$ cat src/rtl/wb_select_stage.sv
// Registered writeback-select stage: picks an execute-side source or waits for load data,
// with a load timeout. Optional macro WB_ZERO_GUARD_EN suppresses writes to register 0.
module wb_select_stage #(
  parameter int DATA_W      = 32,
  parameter int NSRC        = 4,
  parameter int SEL_W       = 2,
  parameter int ADDR_W      = 5,
  parameter int MEM_TIMEOUT = 15
) (
  input  logic                   clk,
  input  logic                   rst_n,
  input  logic                   in_valid,
  output logic                   in_ready,
  input  logic [NSRC*DATA_W-1:0] src_data,
  input  logic [SEL_W-1:0]       src_sel,
  input  logic                   is_load,
  input  logic [ADDR_W-1:0]      rd_addr,
  input  logic                   rd_we,
  input  logic [DATA_W-1:0]      mem_data,
  input  logic                   mem_valid,
  output logic                   wb_valid,
  output logic                   wb_we,
  output logic [ADDR_W-1:0]      wb_addr,
  output logic [DATA_W-1:0]      wb_data,
  output logic                   fwd_valid,
  output logic                   load_err
);

  localparam int CNT_W = $clog2(MEM_TIMEOUT + 1);
  localparam logic [CNT_W-1:0] CNT_LAST = CNT_W'(MEM_TIMEOUT - 1);

  // Handshake: an op transfers on a cycle where in_valid & in_ready; upstream holds it otherwise.
  typedef enum logic [0:0] {IDLE, WAIT_MEM} state_t;

  state_t              state_q, state_d;
  logic                wb_valid_q, wb_valid_d;
  logic                wb_we_q, wb_we_d;
  logic [ADDR_W-1:0]   wb_addr_q, wb_addr_d;
  logic [DATA_W-1:0]   wb_data_q, wb_data_d;
  logic                load_err_q, load_err_d;
  logic [CNT_W-1:0]    cnt_q, cnt_d;
  logic [ADDR_W-1:0]   ld_addr_q, ld_addr_d;
  logic                ld_we_q, ld_we_d;
  logic [DATA_W-1:0]   sel_data;

  // Out-of-range selects fall through to zero.
  always_comb begin
    sel_data = '0;
    for (int k = 0; k < NSRC; k++) begin
      if (src_sel == SEL_W'(k)) sel_data = src_data[k*DATA_W +: DATA_W];
    end
  end

  always_comb begin
    state_d    = state_q;
    wb_valid_d = 1'b0;
    wb_we_d    = 1'b0;
    wb_addr_d  = wb_addr_q;
    wb_data_d  = wb_data_q;
    load_err_d = load_err_q;
    cnt_d      = cnt_q;
    ld_addr_d  = ld_addr_q;
    ld_we_d    = ld_we_q;
    case (state_q)
      IDLE: begin
        if (in_valid) begin
          if (is_load) begin
            ld_addr_d = rd_addr;
            ld_we_d   = rd_we;
            cnt_d     = '0;
            state_d   = WAIT_MEM;
          end else begin
            wb_valid_d = 1'b1;
            wb_we_d    = rd_we;
            wb_addr_d  = rd_addr;
            wb_data_d  = sel_data;
          end
        end
      end
      WAIT_MEM: begin
        if (mem_valid) begin
          wb_valid_d = 1'b1;
          wb_we_d    = ld_we_q;
          wb_addr_d  = ld_addr_q;
          wb_data_d  = mem_data;
          state_d    = IDLE;
        end else if (cnt_q == CNT_LAST) begin
          // Abort: emit a non-writing slot so the pipeline sees the op retire.
          load_err_d = 1'b1;
          wb_valid_d = 1'b1;
          wb_addr_d  = ld_addr_q;
          wb_data_d  = '0;
          state_d    = IDLE;
        end else begin
          cnt_d = cnt_q + 1'b1;
        end
      end
      default: state_d = IDLE;
    endcase
`ifdef WB_ZERO_GUARD_EN
    if (wb_valid_d && (wb_addr_d == '0)) wb_we_d = 1'b0;
`else
    wb_we_d = wb_we_d & wb_valid_d;
`endif
  end

  always_ff @(posedge clk) begin
    if (!rst_n) begin
      state_q    <= IDLE;
      wb_valid_q <= 1'b0;
      wb_we_q    <= 1'b0;
      wb_addr_q  <= '0;
      wb_data_q  <= '0;
      load_err_q <= 1'b0;
      cnt_q      <= '0;
      ld_addr_q  <= '0;
      ld_we_q    <= 1'b0;
    end else begin
      state_q    <= state_d;
      wb_valid_q <= wb_valid_d;
      wb_we_q    <= wb_we_d;
      wb_addr_q  <= wb_addr_d;
      wb_data_q  <= wb_data_d;
      load_err_q <= load_err_d;
      cnt_q      <= cnt_d;
      ld_addr_q  <= ld_addr_d;
      ld_we_q    <= ld_we_d;
    end
  end

  assign in_ready  = (state_q == IDLE);
  assign wb_valid  = wb_valid_q;
  assign wb_we     = wb_we_q;
  assign wb_addr   = wb_addr_q;
  assign wb_data   = wb_data_q;
  assign fwd_valid = wb_valid_q & wb_we_q;
  assign load_err  = load_err_q;

endmodule

$ cat config.mk
export PLATFORM = sky130hd
export DESIGN_NAME = wb_select_stage
export DESIGN_NICKNAME = d
export VERILOG_FILES = /design/src/rtl/wb_select_stage.sv
export SDC_FILE = /design/constraint.sdc
export NUM_CORES = 1
export LEC_CHECK = 0
export ABC_AREA = 1
export CORE_MARGIN = 3
export CORE_UTILIZATION = 38
export DETAILED_ROUTE_END_ITERATION = 6
export PLACE_DENSITY = 0.82
export SLEW_MARGIN = 25
export SYNTH_ARGS = -nofsm -noshare
export SYNTH_HDL_FRONTEND = slang
export SYNTH_SLANG_ARGS = --single-unit
$ cat constraint.sdc
create_clock -name clk -period 1.73 [get_ports clk]
set_clock_uncertainty 0.2 [all_clocks]
set_input_delay 0.173 -clock clk [delete_from_list [all_inputs] [get_ports clk]]
set_output_delay 0.173 -clock clk [all_outputs]
set_load 0.02 [all_outputs]
==> metrics.txt <==
Buffers on Ports=214; minimum clock period=1.68 ns; TNS Setup=0 ns; Vias=4,594; GRT Overall Usage=24.7%; initial antenna violation count=0; Avg Vias per Cell=4.82; FF+latch count, synth=51; final setup violating endpoints=0; fin worst setup slack=0.0502 ns; GRT overflow=0; pre-CTS WS=-0.0886 ns; hpwl dp=10,400 um; Crit. path cell count=1; CP delay by family, top=buffers and inverters; Critical Path Source Type=register; CTS sink count=51; Peak VDD IR=0.401 mV; synthesized area per cell=5.51 um2; multi-input logic area=0.00205 mm2; vias in the first global route=4,456; r2r setup slk=0.08 ns; DRT antenna net count=0; CP Buf/Inv Count=1; Power Total=3.45 mW; Synth Net Count=812; CP Max Fanout=2; CP endpoint kind=primary output; commonest cells after routing, fill and taps aside=clkdlybuf4s50_1 (211), nand2_1 (172), nor2_1 (147); core area=0.00885 mm2; total CTS buffers=5; Pint=2.31 mW; Max Slew Vio Count=0; sequential-to-total area share from yosys stat=29.1%; DRC viols=0; Routed WL=13,200 um; WL/cell=13.9 um; drt first pass iters=5; worst slew pin tran=0.450 ns; Hold Crit Class=input pin to register; gpl congestion=0.837; initial drt markers=185; CP Class=register to primary output; CP Cell Sequence=clkdlybuf4s50_1; outcome=finished clean; number of distinct library cells after synthesis=24; Worst-Skew Late Latency=0.31 ns; minimum hold slack=0.163 ns; cell count of the worst reg-to-reg path=10; layout cells sized above 1=5.33%; Mapped Area=0.00351 mm2; Clk pwr share=21.8%; global-route wire length before repair=20,500 um; Final Core Density=67.8%; CTS max path bufs=2; Sw Pwr=1.15 mW; max_cap viols=0; num rows=34; final net count=1,019; Max transition margin=69.9%; Post-Syn Instances=637; area delta synth->final=71.0%; register area=0.00102 mm2; placed insts=944; Crit-path slowest cell=clkdlybuf4s50_1; die height=102 um; fill cell count=827; Hold Fails Final Rpt=0; Root Buffer=clkbuf_8; switching share of power=33.2%; H-tree depth=2; cell area power density=575 mW/mm2; pin count of the biggest net entering global routing=43; Leak Pwr=2.82 nW; final instance area=0.00600 mm2; Final Non-Filler Cells=953; Initial Util=39.7%; most common cell after layout, fill and taps aside=clkdlybuf4s50_1; Reg clk slew, reported paths=0.11 ns; worst setup path endpoint=wb_data[24]; ant diodes=0; R2R Path Start=cnt_q[0]; CTS tree=done; fmax=0.595 GHz; Seq pwr share=38.4%; crit path DAT=1.31 ns; Crit. Startpoint=wb_data[24]; reg2reg end=wb_data[29]; placed cell areas=0.00588 mm2; Crit path largest cell delay=0.65 ns; Worst EP required=1.36 ns; IO Pins=215; Total Die Area=0.0104 mm2; Die X=102 um; Final period util=97.1%; Ys Warns=0; proportion of power drawn by combinational gates=39.8%
state kept, by name (all words and copies together), names as in the netlist:
signal,count
ld_addr_q,5
state_q,1
wb_we,1
wb_data,32
cnt_q,4
load_err,1
wb_valid,1
wb_addr,5
ld_we_q,1
cell families (layout without fill, tap and decap cells):
family / count (synthesis) / count (layout) / share of synthesized area [%]
and+or+nand+nor: 394 / 394 / 45.4
buffers and inverters: 113 / 321 / 13.2
xor gates and xnor gates: 1 / 1 / 0.250
adders and majority gates: 2 / 2 / 0.713
AOI/OAI and AO/OA: 76 / 76 / 11.3
DFF: 51 / 51 / 29.1
cell usage after synthesis:
cell / count / area share, %
o21ai_1: 22 / 3.1
buf_1: 1 / 0.11
clkbuf_1: 15 / 1.6
nor2_1: 147 / 16
nand3_1: 69 / 9.8
clkinv_1: 1 / 0.11
xnor2_1: 1 / 0.25
buf_2: 18 / 2.6
nand2_1: 172 / 18
nand2_4: 2 / 0.64
dfxtp_1: 51 / 29
a31oi_1: 1 / 0.18
o31ai_1: 6 / 1.3
ha_1: 2 / 0.71
o21ai_0: 16 / 2.3
a21oi_1: 31 / 4.4
nor3_1: 1 / 0.14
inv_1: 72 / 7.7
nor2_4: 1 / 0.32
or2_1: 1 / 0.18
inv_4: 1 / 0.18
buf_4: 4 / 0.86
nor2_2: 1 / 0.18
inv_2: 1 / 0.11
power by group through the flow:
| stage | Clock [mW] | Combinational [mW] | Sequential [mW] |
|---|---|---|---|
| 6_report | 0.754 | 1.37 | 1.33 |
| 5_1_grt | 0.813 | 1.50 | 1.34 |
| 4_1_cts | 0.770 | 1.38 | 1.33 |
| 3_5_place_dp | 0 | 1.36 | 1.35 |
| 3_3_place_gp | 0 | 1.34 | 1.35 |
| 2_1_floorplan | 0 | 0.502 | 1.45 |
worst min-delay path by stage:
stage	slack, ns	depth (start not counted)	start	to
6_report	0.16	7	src_sel[0]	wb_data[22]
3_3_place_gp	0.24	2	ld_addr_q[3]	ld_addr_q[3]
4_1_cts	0.16	7	src_sel[0]	wb_data[22]
5_1_grt	0.26	3	rd_addr[3]	ld_addr_q[3]
3_5_place_dp	0.25	2	ld_addr_q[1]	ld_addr_q[1]
2_1_floorplan	0.13	2	rd_addr[4]	ld_addr_q[4]
layout make-up:
cell class	instances	share of cell area (%)
Inverter	75	4.73
Multi-Input combinational cell	473	34.1
Clock inverter	3	0.438
Clock buffer	5	1.15
Timing Repair Buffer	238	40.2
Sequential cell	51	17.1
Tap cell	108	2.25
routing by layer:
layer	up-vias	routed length (um)	track usage (%)
li1	2369	-	-
met1	2023	5030	28.1
met2	192	6670	45.8
met3	10	1360	6.83
met4	0	157	5.45
met5	-	0	0
timing repair:
item,4_1_cts,5_1_grt
pin swaps,0,1
resized for setup,3,6
cloned,0,0
setup endpoints to repair,7,33
buffers inserted,0,1
hold buffers,0,0
No activity file was read; power rests on OpenSTA's default activity.
